## config.mk

```make
export PLATFORM = sky130hd
export DESIGN_NAME = fp32_ldexp_pipe
export DESIGN_NICKNAME = d
export VERILOG_FILES = /design/src/rtl/fp32_ldexp_pipe.sv
export SDC_FILE = /design/constraint.sdc
export NUM_CORES = 1
export LEC_CHECK = 0
export ABC_CLOCK_PERIOD_IN_PS = 2200
export BUFFER_PORTS_ARGS = -buffer_cell sky130_fd_sc_hd__buf_2
export CORE_MARGIN = 4
export CORE_UTILIZATION = 48
export CTS_CLUSTER_DIAMETER = 50
export DETAILED_ROUTE_END_ITERATION = 8
export PLACE_DENSITY = 0.76
export SLEW_MARGIN = 15
export SYNTH_ARGS = -nofsm -noshare
export SYNTH_HDL_FRONTEND = slang
export SYNTH_SLANG_ARGS = --single-unit
```

## constraint.sdc

```tcl
create_clock -name clk -period 2.2 [get_ports clk]
set_input_delay 0.44 -clock clk [delete_from_list [all_inputs] [get_ports clk]]
set_output_delay 0.44 -clock clk [all_outputs]
set_load 0.1 [all_outputs]
```

## src/rtl/fp32_ldexp_pipe.sv

```systemverilog
// Two-stage FP32 scale-by-2^k with optional negation, flush-to-zero and IEEE special handling.
// Valid/ready on both sides; in_ready is the combinational stage-1 advance term.
module fp32_ldexp_pipe #(
    parameter int EXP_W   = 8,
    parameter int MAN_W   = 23,
    parameter int SHIFT_W = 9
) (
    input  logic                     clk,
    input  logic                     rst,
    input  logic                     in_valid,
    output logic                     in_ready,
    input  logic [EXP_W+MAN_W:0]     in_data,
    input  logic [SHIFT_W-1:0]       in_shift,
    input  logic                     in_neg,
    output logic                     out_valid,
    input  logic                     out_ready,
    output logic [EXP_W+MAN_W:0]     out_data,
    output logic [3:0]               out_flags
);

    localparam logic [1:0] CLS_NORM = 2'd0;
    localparam logic [1:0] CLS_ZERO = 2'd1;
    localparam logic [1:0] CLS_INF  = 2'd2;
    localparam logic [1:0] CLS_NAN  = 2'd3;

    localparam logic signed [EXP_W+1:0] LP_EXP_MAX  = {2'b00, {EXP_W{1'b1}}};
    localparam logic signed [EXP_W+1:0] LP_EXP_ZERO = {(EXP_W+2){1'b0}};

    function automatic logic [1:0] classify(input logic [EXP_W-1:0] e, input logic [MAN_W-1:0] m);
        logic [1:0] c;
        if (e == {EXP_W{1'b1}}) begin
            c = (m != {MAN_W{1'b0}}) ? CLS_NAN : CLS_INF;
        end else if (e == {EXP_W{1'b0}}) begin
            c = CLS_ZERO;
        end else begin
            c = CLS_NORM;
        end
        return c;
    endfunction

    logic                    r_s1_valid;
    logic                    r_s1_sign;
    logic [1:0]              r_s1_class;
    logic [MAN_W-1:0]        r_s1_man;
    logic signed [EXP_W+1:0] r_s1_sum;

    logic                    r_out_valid;
    logic [EXP_W+MAN_W:0]    r_out_data;
    logic [3:0]              r_out_flags;

    logic                    w_adv1;
    logic                    w_adv2;
    logic [EXP_W-1:0]        w_in_exp;
    logic [MAN_W-1:0]        w_in_man;
    logic signed [EXP_W+1:0] w_in_sum;
    logic [EXP_W+MAN_W:0]    w_res_data;
    logic [3:0]              w_res_flags;

    assign w_adv2   = ~r_out_valid | out_ready;
    assign w_adv1   = ~r_s1_valid | w_adv2;
    assign in_ready = w_adv1;

    assign w_in_exp = in_data[EXP_W+MAN_W-1:MAN_W];
    assign w_in_man = in_data[MAN_W-1:0];
    // Unsigned exponent plus signed k; two guard bits cover -256..510 without wrap.
    assign w_in_sum = $signed({2'b00, w_in_exp})
                    + $signed({{(EXP_W+2-SHIFT_W){in_shift[SHIFT_W-1]}}, in_shift});

    // Stage 1: capture sign, class, mantissa and biased-exponent sum.
    always_ff @(posedge clk or posedge rst) begin
        if (rst) begin
            r_s1_valid <= 1'b0;
            r_s1_sign  <= 1'b0;
            r_s1_class <= CLS_ZERO;
            r_s1_man   <= {MAN_W{1'b0}};
            r_s1_sum   <= LP_EXP_ZERO;
        end else if (w_adv1) begin
            r_s1_valid <= in_valid;
            if (in_valid) begin
                r_s1_sign  <= in_data[EXP_W+MAN_W] ^ in_neg;
                r_s1_class <= classify(w_in_exp, w_in_man);
                r_s1_man   <= w_in_man;
                r_s1_sum   <= w_in_sum;
            end
        end
    end

    // Stage 2 packing: flags are {ovf, unf, nan, inf}.
    always_comb begin
        w_res_data  = {(EXP_W+MAN_W+1){1'b0}};
        w_res_flags = 4'b0000;
        case (r_s1_class)
            CLS_NAN: begin
                w_res_data  = {r_s1_sign, {EXP_W{1'b1}}, r_s1_man};
                w_res_flags = 4'b0010;
            end
            CLS_INF: begin
                w_res_data  = {r_s1_sign, {EXP_W{1'b1}}, {MAN_W{1'b0}}};
                w_res_flags = 4'b0001;
            end
            CLS_ZERO: begin
                w_res_data  = {r_s1_sign, {EXP_W{1'b0}}, {MAN_W{1'b0}}};
                w_res_flags = {1'b0, (r_s1_man != {MAN_W{1'b0}}), 2'b00};
            end
            CLS_NORM: begin
                if (r_s1_sum >= LP_EXP_MAX) begin
                    w_res_data  = {r_s1_sign, {EXP_W{1'b1}}, {MAN_W{1'b0}}};
                    w_res_flags = 4'b1001;
                end else if (r_s1_sum <= LP_EXP_ZERO) begin
                    w_res_data  = {r_s1_sign, {EXP_W{1'b0}}, {MAN_W{1'b0}}};
                    w_res_flags = 4'b0100;
                end else begin
                    w_res_data  = {r_s1_sign, r_s1_sum[EXP_W-1:0], r_s1_man};
                    w_res_flags = 4'b0000;
                end
            end
            default: begin
                w_res_data  = {(EXP_W+MAN_W+1){1'b0}};
                w_res_flags = 4'b0000;
            end
        endcase
    end

    // Stage 2 / output register; contents frozen while the consumer stalls.
    always_ff @(posedge clk or posedge rst) begin
        if (rst) begin
            r_out_valid <= 1'b0;
            r_out_data  <= {(EXP_W+MAN_W+1){1'b0}};
            r_out_flags <= 4'b0000;
        end else if (w_adv2) begin
            r_out_valid <= r_s1_valid;
            if (r_s1_valid) begin
                r_out_data  <= w_res_data;
                r_out_flags <= w_res_flags;
            end
        end
    end

    assign out_valid = r_out_valid;
    assign out_data  = r_out_data;
    assign out_flags = r_out_flags;

endmodule
```

==> flow_summary.json <==
{
  "status": "finished clean",
  "clock_latency_ns": 0.35,
  "setup.worst_path.class": "flop to output port",
  "max_stage_delay_ns": 0.47,
  "nets": 513,
  "hold_viol": 0,
  "cts_hold_buf": 0,
  "rsz0062_at_grt": "no",
  "vias": 3029,
  "drive_gt1_share_pct": 24.8,
  "seq_area_frac_synth_pct": 54.1,
  "dp_slack_ns": -0.0337,
  "max-vdd-ir-drop_mv": 0.608,
  "p_leak_nw": 2.09,
  "clock_skew_ns": 0.0133,
  "endpoint_kind": "output port",
  "required_ns": 1.76,
  "via_per_inst": 5.42,
  "syn_area_per_cell_sq_um": 9.25,
  "syn_nets": 425,
  "place_hpwl_mm": 6.26,
  "path_clk_slew_ns": 0.08,
  "cts_tree": "done",
  "slew_violations": 0,
  "ios": 84,
  "synth_cells": 370,
  "antenna_cells": 0,
  "core.rowCount": 30,
  "start_util_pct": 49.8,
  "p_total_w": 0.00458,
  "synth-warning-count": 0,
  "overflow": 0,
  "ys_ff_latch": 74,
  "cts-root-buf": "clkbuf_8",
  "drt_iter0_markers": 139,
  "dieArea_sq_mm": 0.00855,
  "grt_usage_pct": 20.3,
  "power_density_mw_per_mm2": 1090,
  "synth.distinct_cells": 43,
  "wl_mm": 8.39,
  "fillers": 583,
  "hold_class": "input port to async pin",
  "min_period_over_period_pct": 86.0,
  "fin_util_pct": 61.0,
  "ctsHtreeMaxLevel": 3,
  "dominantRegCellSynth": "dfrtp_1",
  "slowest_stage": "buf_2",
  "cts_buffers": 9,
  "worstPathArrival_ns": 1.45,
  "grt_pass1_vias": 2948,
  "cp-start-kind": "flop",
  "max_cap_viol_count": 0,
  "cts_post_setup_buffers_inserted": 0,
  "fmax_ghz": 0.529,
  "drc": 0,
  "tns_ns": 0,
  "setup-violations-final": 0,
  "grt_max_degree": 33,
  "worst_slack_ns": 0.308,
  "antenna_found_initial": 0,
  "core_area_sq_mm": 0.00687,
  "fin_crit_ns": 1.89,
  "cts_max_path_buffers": 2,
  "drt-wirelength-per-cell_um": 15.0,
  "port_buffers": 83,
  "syn_area_sq_mm": 0.00342,
  "cts.sinks": 74,
  "cts_resized": 0,
  "slew_headroom_pct": 67.4,
  "gp_congestion": 0.905,
  "fp.dieW_um": 92.5,
  "grt_first_pass_wirelength_mm": 13.8,
  "synthArstFlopShare_pct": 100,
  "fp.dieH_um": 92.5,
  "dr.pass1.iters": 4,
  "area_growth_pct": 22.4,
  "crit_fanout": 6,
  "path_cells": "nand3b_1, buf_2",
  "final_antenna_net_count": 0,
  "worst_pin_slew_ns": 0.492,
  "synth-edff-count": 0
}
==> cell families after synthesis <==
group	Yosys count	share of synthesized area (%)
buffers and inverters	22	2.85
adder cells (fa/ha/maj)	9	3.51
XOR/XNOR	4	1.02
AND/OR/NAND/NOR	185	23.5
flip-flops	74	54.1
AO/OA/AOI/OAI	76	15.0
==> critical path: cells and delay by family (launching register included) <==
family / cells / cell delay [ns]
buffers and inverters: 1 / 0.47
flip-flops: 1 / 0.42
AND/OR/NAND/NOR: 1 / 0.21
==> cells in the final DEF, fill, tap and decap left out, drive strengths merged, types with 4 or more instances in the layout <==
cell type	synthesis	layout
a21oi	29	29
a221o	8	8
buf	2	93
clkbuf	14	12
dfrtp	73	73
ha	8	8
inv	6	5
nand2	145	145
nand4	7	7
nor2	4	4
nor4	14	14
o21ai	10	10
o21bai	4	4
o31ai	4	4
==> flip-flops by register name, indices dropped and copies added (netlist names) <==
signal and flops:
out_data 32, r_s1_sign 1, r_s1_class 2, out_valid 1
r_s1_man 23, r_s1_sum 10, out_flags 4, r_s1_valid 1
==> worst paths after layout <==
kind / from / to / slack, ns / cells after the start
worst max-delay path: r_s1_valid / in_ready / 0.31 / 2
worst min-delay path: rst / r_s1_sum[2] / 0.02 / 2
worst max register to register: r_s1_sum[4] / out_data[4] / 0.36 / 5
worst min register to register: r_s1_sign / out_data[31] / 0.47 / 2
max in group asynchronous: rst / r_s1_class[0] / 1.65 / 3
min in group clk: in_data[6] / r_s1_man[6] / 0.29 / 3
==> through the flow <==
stage / hold slack, ns / std cells / area [sq um]
3_3_place_gp: 0.390 / 543 / 3990
2_1_floorplan: 0.439 / 370 / 3480
6_report: 0.0160 / 559 / 4190
4_1_cts: 0.0221 / 559 / 4190
5_1_grt: 0.0415 / 559 / 4190
3_5_place_dp: 0.391 / 543 / 3990
==> synthesized netlist by cell type, drive strengths merged, types with 6 or more instances <==
cell | number | area, sq um
nor4 | 14 | 103
ha | 8 | 100
a221o | 8 | 80.1
nand4 | 7 | 43.8
dfrtp | 73 | 1830
clkbuf | 14 | 52.6
a21oi | 29 | 145
inv | 6 | 22.5
nand2 | 145 | 544
o21ai | 10 | 50.1
==> power by group <==
group          internal, W  switching, W  total [W]
combinational     0.000354       0.00140    0.00176
clock             0.000556      0.000503    0.00106
sequential         0.00159      0.000176    0.00177
total              0.00250       0.00208    0.00458
==> cell type report <==
type	instances	area, sq um	area share [%]
inverter	6	26.3	0.627
sequential	74	1850	44.3
tap	96	120	2.87
timing repair buffer	93	515	12.3
clock buffer	12	145	3.46
clock inverter	4	51.3	1.22
multi-input combinational	274	1480	35.3
==> routing by layer <==
layer	track usage, %	routed length, um
met5	0	0
met4	7.43	96
met3	3.90	645
met2	32.0	3940
met1	28.1	3710
Note: power is estimated with default switching activity, not from simulation.
